### config.mk
export PLATFORM = sky130hd
export DESIGN_NAME = pipe_if_flat
export DESIGN_NICKNAME = d
export VERILOG_FILES = /design/src/rtl/pipe_if_if.sv /design/src/rtl/pipe_if.sv /design/src/flat_wrapper.sv
export SDC_FILE = /design/constraint.sdc
export NUM_CORES = 1
export LEC_CHECK = 0
export ABC_AREA = 1
export CORE_MARGIN = 2
export CORE_UTILIZATION = 35
export CTS_CLUSTER_DIAMETER = 100
export DETAILED_ROUTE_END_ITERATION = 12
export PLACE_DENSITY = 0.63
export SETUP_SLACK_MARGIN = 0.05
export SLEW_MARGIN = 30
export SYNTH_ARGS = -nofsm -noshare
export SYNTH_HDL_FRONTEND = slang
export SYNTH_SLANG_ARGS = --single-unit
### constraint.sdc
create_clock -name clk -period 4.27 [get_ports clk]
set_clock_uncertainty 0.2 [all_clocks]
set_input_delay 0.6405 -clock clk [delete_from_list [all_inputs] [get_ports clk]]
set_output_delay 0.6405 -clock clk [all_outputs]
set_load 0.01 [all_outputs]
### src/rtl/pipe_if_if.sv
// IF -> ID bundle: the valid/allowin handshake toward ID plus the redirect
// information ID sends back to IF.
interface pipe_if_if;
    logic        id_allowin;
    logic        id_fire;
    logic [2:0]  npc_mux_sel;
    logic [31:0] id_pc;
    logic [15:0] imm;
    logic [25:0] j_imm;
    logic [31:0] rs_in;
    logic        if_id_validto;
    logic [31:0] pc_out;
    logic [31:0] instr_out;

    // Handshake: an instruction moves IF -> ID on a rising edge where
    // if_id_validto & id_allowin; the producer holds pc_out/instr_out until then.
    modport master (
        input  id_allowin, id_fire, npc_mux_sel, id_pc, imm, j_imm, rs_in,
        output if_id_validto, pc_out, instr_out
    );
    modport slave (
        output id_allowin, id_fire, npc_mux_sel, id_pc, imm, j_imm, rs_in,
        input  if_id_validto, pc_out, instr_out
    );
endinterface

### src/rtl/pipe_if.sv
// MIPS instruction-fetch stage: owns the fetch PC, drives a 1-cycle-latency
// instruction memory and presents instructions to ID with redirect handling.
module pipe_if #(
    parameter logic [31:0] RESET_PC  = 32'h0040_0000,
    parameter logic [31:0] EX_VECTOR = 32'h0040_0004
) (
    input  logic        clk,
    input  logic        rst,
    pipe_if_if.master   id,
    input  logic        ex,
    input  logic        eret_flush,
    input  logic [31:0] cp0_epc,
    input  logic        cp0_hlt,
    output logic        imem_en,
    output logic [31:0] imem_addr,
    input  logic [31:0] imem_rdata
);
    localparam logic [2:0] SEL_BR = 3'd1;
    localparam logic [2:0] SEL_J  = 3'd2;
    localparam logic [2:0] SEL_JR = 3'd3;

    logic [31:0] fpc_q, fpc_d;
    logic        slot_valid_q, slot_valid_d;
    logic [31:0] slot_pc_q, slot_pc_d;
    logic        hold_valid_q, hold_valid_d;
    logic [31:0] hold_instr_q, hold_instr_d;
    logic        halted_q, halted_d;

    logic        adv;
    logic        br_fire;
    logic [31:0] id_pc_p4;
    logic [31:0] br_target;

    assign adv      = !halted_q && (!slot_valid_q || id.id_allowin);
    assign br_fire  = id.id_fire && (id.npc_mux_sel == SEL_BR ||
                                     id.npc_mux_sel == SEL_J  ||
                                     id.npc_mux_sel == SEL_JR);
    assign id_pc_p4 = id.id_pc + 32'd4;

    always_comb begin
        br_target = id_pc_p4;
        case (id.npc_mux_sel)
            SEL_BR:  br_target = id_pc_p4 + {{14{id.imm[15]}}, id.imm, 2'b00};
            SEL_J:   br_target = {id_pc_p4[31:28], id.j_imm, 2'b00};
            SEL_JR:  br_target = id.rs_in;
            default: br_target = id_pc_p4;
        endcase
    end

    always_comb begin
        fpc_d        = fpc_q;
        slot_valid_d = slot_valid_q;
        slot_pc_d    = slot_pc_q;
        hold_valid_d = hold_valid_q;
        hold_instr_d = hold_instr_q;
        halted_d     = halted_q;
        if (ex) begin
            fpc_d        = EX_VECTOR;
            slot_valid_d = 1'b0;
            hold_valid_d = 1'b0;
        end else if (eret_flush) begin
            fpc_d        = cp0_epc;
            slot_valid_d = 1'b0;
            hold_valid_d = 1'b0;
        end else if (cp0_hlt) begin
            halted_d     = 1'b1;
            slot_valid_d = 1'b0;
            hold_valid_d = 1'b0;
        end else if (adv) begin
            hold_valid_d = 1'b0;
            if (br_fire) begin
                fpc_d = br_target;
                // Slot full: it holds the delay slot, so the id_pc+8 fetch dies.
                if (slot_valid_q) begin
                    slot_valid_d = 1'b0;
                end else begin
                    slot_valid_d = 1'b1;
                    slot_pc_d    = fpc_q;
                end
            end else begin
                slot_valid_d = 1'b1;
                slot_pc_d    = fpc_q;
                fpc_d        = fpc_q + 32'd4;
            end
        end else if (slot_valid_q && !hold_valid_q) begin
            // First stall cycle: memory output is only good now, capture it.
            hold_instr_d = imem_rdata;
            hold_valid_d = 1'b1;
        end
    end

    always_ff @(posedge clk or negedge rst) begin
        if (!rst) begin
            fpc_q        <= RESET_PC;
            slot_valid_q <= 1'b0;
            slot_pc_q    <= 32'd0;
            hold_valid_q <= 1'b0;
            hold_instr_q <= 32'd0;
            halted_q     <= 1'b0;
        end else begin
            fpc_q        <= fpc_d;
            slot_valid_q <= slot_valid_d;
            slot_pc_q    <= slot_pc_d;
            hold_valid_q <= hold_valid_d;
            hold_instr_q <= hold_instr_d;
            halted_q     <= halted_d;
        end
    end

    assign imem_en          = adv;
    assign imem_addr        = fpc_q;
    assign id.instr_out     = hold_valid_q ? hold_instr_q : imem_rdata;
    assign id.pc_out        = slot_pc_q;
    assign id.if_id_validto = slot_valid_q && !halted_q && !ex && !eret_flush;
endmodule

### src/flat_wrapper.sv
// flat-port wrapper written by rule: the top's interface ports become plain ports
module pipe_if_flat 
#(
    parameter logic [31:0] RESET_PC  = 32'h0040_0000,
    parameter logic [31:0] EX_VECTOR = 32'h0040_0004
)
  (clk, rst, ex, eret_flush, cp0_epc, cp0_hlt, imem_en, imem_addr, imem_rdata, id_id_allowin, id_id_fire, id_npc_mux_sel, id_id_pc, id_imm, id_j_imm, id_rs_in, id_if_id_validto, id_pc_out, id_instr_out);
  pipe_if_if id_i ();
  input  logic clk;
  input  logic rst;
  input  logic ex;
  input  logic eret_flush;
  input  logic [31:0] cp0_epc;
  input  logic cp0_hlt;
  output logic imem_en;
  output logic [31:0] imem_addr;
  input  logic [31:0] imem_rdata;
  input wire logic [$bits(id_i.id_allowin)-1:0] id_id_allowin;
  input wire logic [$bits(id_i.id_fire)-1:0] id_id_fire;
  input wire logic [$bits(id_i.npc_mux_sel)-1:0] id_npc_mux_sel;
  input wire logic [$bits(id_i.id_pc)-1:0] id_id_pc;
  input wire logic [$bits(id_i.imm)-1:0] id_imm;
  input wire logic [$bits(id_i.j_imm)-1:0] id_j_imm;
  input wire logic [$bits(id_i.rs_in)-1:0] id_rs_in;
  output wire logic [$bits(id_i.if_id_validto)-1:0] id_if_id_validto;
  output wire logic [$bits(id_i.pc_out)-1:0] id_pc_out;
  output wire logic [$bits(id_i.instr_out)-1:0] id_instr_out;
  assign id_i.id_allowin = id_id_allowin;
  assign id_i.id_fire = id_id_fire;
  assign id_i.npc_mux_sel = id_npc_mux_sel;
  assign id_i.id_pc = id_id_pc;
  assign id_i.imm = id_imm;
  assign id_i.j_imm = id_j_imm;
  assign id_i.rs_in = id_rs_in;
  assign id_if_id_validto = id_i.if_id_validto;
  assign id_pc_out = id_i.pc_out;
  assign id_instr_out = id_i.instr_out;
  pipe_if #(.RESET_PC(RESET_PC), .EX_VECTOR(EX_VECTOR)) u_core (.clk(clk), .rst(rst), .id(id_i), .ex(ex), .eret_flush(eret_flush), .cp0_epc(cp0_epc), .cp0_hlt(cp0_hlt), .imem_en(imem_en), .imem_addr(imem_addr), .imem_rdata(imem_rdata));
endmodule
==> impl_metrics.csv <==
group,metric,value,unit
outcome,status,"complete, no violations",
floorplan,dieArea,26900,um2
timing,worst_pin_slew,0.876,ns
critical_path,startpoint,"id_id_pc[3]",
critical_path,critPathKind,"in2reg",
detailed_routing,routed_via_density,4.98,
synthesis,netlist_area,8950,um2
cts,clkTransAtPathRegs,0.07,ns
pwr,p_leak,6.02,nW
cts,ctsHoldBuffers,0,
finish,finalNetCount,1957,
critical_path,cp_max_fo,5,
cts,htreeDepth,3,
finish,fin_area,12600,um2
global_route,antenna_found_initial,2,
synthesis,synth_seq_cells,99,
placement,gp_congestion,0.912,
cts,cts_root_buf,"clkbuf_16",
detailed_routing,drtIter0Drc,828,
critical_path,regToRegSetupSlack,1.85,ns
detailed_routing,finalWirelength,33.6,mm
timing,max-slew-margin-rel,41.5,%
placement,dp_hpwl,27.6,mm
timing,setup_viol,0,
worst_hold_path,holdCritPathClass,"in2async",
finish,finish.utilization,50.2,%
critical_path,r2r_start,"u_core.slot_valid_q",
detailed_routing,first_pass_iters,5,
global_route,overflow,0,
critical_path,cp-endpoint,"u_core.imem_addr[29]",
synthesis,synthFlopType,"dfrtp_1",
cts,clock_latency,0.36,ns
synthesis,postSynthCellCount,1446,
finish,multi_input_area,5580,um2
placement,place_area,12300,um2
finish,nFillCells,2599,
placement,dp_slack,0.0385,ns
critical_path,crit_arrival,3.95,ns
cts,cts_tree,"built",
timing,fin_ws,0.373,ns
floorplan,die_w,164,um
global_route,grt_max_degree,65,
detailed_routing,vias,10346,
floorplan,die_h,164,um
pwr,peakVddDrop,0.000153,V
timing,slew_viol_final,0,
job,drv_cap,0,
timing,fmax,257,MHz
cts,clkSinkCount,99,
global_route,grt_pass1_vias,9820,
timing,hold_viol,0,
detailed_routing,wire_per_inst,16.2,um
synthesis,ys_warn_count,0,
synthesis,synth-edff-count,0,
timing,min_period,3.90,ns
pwr,p_per_area,229,nW/um2
floorplan,row_count,58,
floorplan,boundaryPins,278,
finish,seq_area,2480,um2
critical_path,r2r-end,"u_core.imem_addr[0]",
synthesis,syn_nets,1663,
cts,cts_buffers,9,
timing,min_period_over_period,91.3,%
floorplan,start_util,35.6,%
timing,tns,0,ns
critical_path,ff2ff_path_depth,9,
synthesis,avgSynthCellArea,6.19,um2
synthesis,ys_types,49,
synthesis,ys_seq_area_share,27.7,%
global_route,track_usage,24.8,%
timing,rsz0062_at_grt,"yes",
cts,postCtsSetupBuffers,0,
critical_path,critPathCaptureType,"flip-flop",
finish,drive_gt1_share,6.99,%
detailed_routing,postRouteAntennaNets,0,
global_route,grt_pass1_wl,51.9,mm
floorplan,core-area,25200,um2
pwr,total_power,2.90,mW
critical_path,startpoint_type,"input port",
critical_path,required,4.32,ns
cts,clk_path_buf_depth,2,
placement,io_buffers,277,
finish,final_common_cell,"nand2_1",
finish,syn_to_final_growth,41.2,%
finish,final_cell_mix,"496 x nand2_1, 276 x clkdlybuf4s50_1, 183 x inv_1, 134 x o21ai_0, 128 x nor2_1",
synthesis,synthArstFlopShare,100,%
detailed_routing,drcViolationCount,0,
worst min path at each step:
stage | slack, ns | end | cells after the start | startpoint
5_1_grt | 0.23 | u_core.id.pc_out[2] | 1 | rst
3_3_place_gp | 0.26 | u_core.halted_q | 2 | u_core.halted_q
2_1_floorplan | 0.14 | u_core.halted_q | 0 | rst
6_report | 0.17 | u_core.id.pc_out[2] | 1 | rst
3_5_place_dp | 0.27 | u_core.halted_q | 2 | u_core.halted_q
4_1_cts | 0.21 | u_core.id.pc_out[2] | 1 | rst
worst max-delay path, cell delays in order:
cell,delay [ns]
clkdlybuf4s50_1,0.51
nand2_1,0.08
nor2_1,0.13
nand2_2,0.10
inv_1,0.08
nand2_1,0.12
nor4_4,0.19
nand2_1,0.12
nor2_1,0.14
xnor2_1,0.13
inv_1,0.05
ha_1,0.38
nand2_1,0.10
inv_1,0.08
nand2_1,0.09
nor3_1,0.29
and2_1,0.18
nand2_1,0.07
nand2_1,0.07
nand2_1,0.05
nand3_1,0.06
nand2_1,0.08
nand2_1,0.06
nand2_1,0.04
nand2_1,0.06
nand2_1,0.05
final cells by class:
class	instances	share of cell area (%)
diodes	2	0.0396
clock buffers	9	1.78
clock inverters	7	0.634
inverters	190	5.64
multi-input cells	1113	44.1
flip-flops and latches	99	19.6
well taps	330	3.27
repair buffers	327	24.9
cells by family (layout without fill, tap and decap cells):
kind of cell	count (synthesis)	in the layout	synth area share (%)
AOI/OAI and AO/OA	241	241	14.9
xor gates and xnor gates	33	33	3.23
adders and majority gates	37	37	5.26
buffers and inverters	234	533	10.3
DFF	99	99	27.7
muxes	4	4	0.503
other	0	2	0
and+or+nand+nor	798	798	38.1
report_power, final:
part | leakage [nW] | switching (mW) | internal [mW]
registers | 1.34 | 0.0587 | 0.973
clock network | 0.149 | 0.403 | 0.465
logic | 4.53 | 0.546 | 0.453
total | 6.02 | 1.01 | 1.89
flip-flops by register name, summed over array words and instances (netlist names):
register and flops:
u_core.halted_q 1, u_core.hold_instr_q 32, u_core.hold_valid_q 1, u_core.id.pc_out 32
u_core.imem_addr 32, u_core.slot_valid_q 1
Yosys cell counts (2+ instances only):
| cell type | number | area [um2] |
|---|---|---|
| ha_1 | 36 | 450 |
| a221oi_1 | 11 | 96.3 |
| a22o_1 | 2 | 17.5 |
| nand2_1 | 497 | 1870 |
| nor2_4 | 6 | 67.6 |
| clkbuf_1 | 26 | 97.6 |
| xnor2_1 | 11 | 96.3 |
| inv_1 | 183 | 687 |
| nor2_1 | 130 | 488 |
| nor2_2 | 5 | 31.3 |
| nand3_1 | 88 | 440 |
| or2_2 | 2 | 12.5 |
| buf_4 | 3 | 22.5 |
| nand2_2 | 9 | 56.3 |
| nand4_1 | 19 | 119 |
| a31oi_1 | 2 | 12.5 |
| dfrtp_1 | 98 | 2450 |
| o21bai_1 | 8 | 60.1 |
| clkbuf_8 | 2 | 27.5 |
| buf_2 | 11 | 55.1 |
| nor4_2 | 2 | 25.0 |
| nand3_2 | 2 | 20.0 |
| mux2_2 | 4 | 45.0 |
| nor4_1 | 2 | 12.5 |
| nor3_1 | 17 | 85.1 |
| and2_1 | 4 | 25.0 |
| nor3_2 | 4 | 40.0 |
| xor2_1 | 22 | 193 |
| a22oi_1 | 8 | 60.1 |
| a21oi_1 | 55 | 275 |
| o21ai_0 | 134 | 671 |
| o21ai_1 | 6 | 30.0 |
| o22ai_1 | 6 | 37.5 |
| nand3b_1 | 5 | 37.5 |
| o211ai_1 | 6 | 45.0 |
| inv_2 | 7 | 26.3 |
layer usage:
layer | GRT usage, % | share of wire (%) | vias to the layer above
met4 | 9.45 | 3.5 | 0
met3 | 1.97 | 5.0 | 61
met2 | 41.9 | 46 | 321
met1 | 33.2 | 45 | 4725
met5 | 0 | 0 | -
li1 | - | - | 5239
stage by stage:
stage | std cells | hold WS [ns]
floorplan | 1446 | 0.145
global placement | 2059 | 0.263
detailed placement | 2059 | 0.272
CTS | 2075 | 0.214
global route | 2077 | 0.231
finish | 2077 | 0.167
timing repair:
item / CTS / global route
endpoints found under the setup margin: 0 / 2
hold endpoints to repair: 0 / 0
gates resized for setup: 0 / 2
Power figures use the tool's default switching activity.
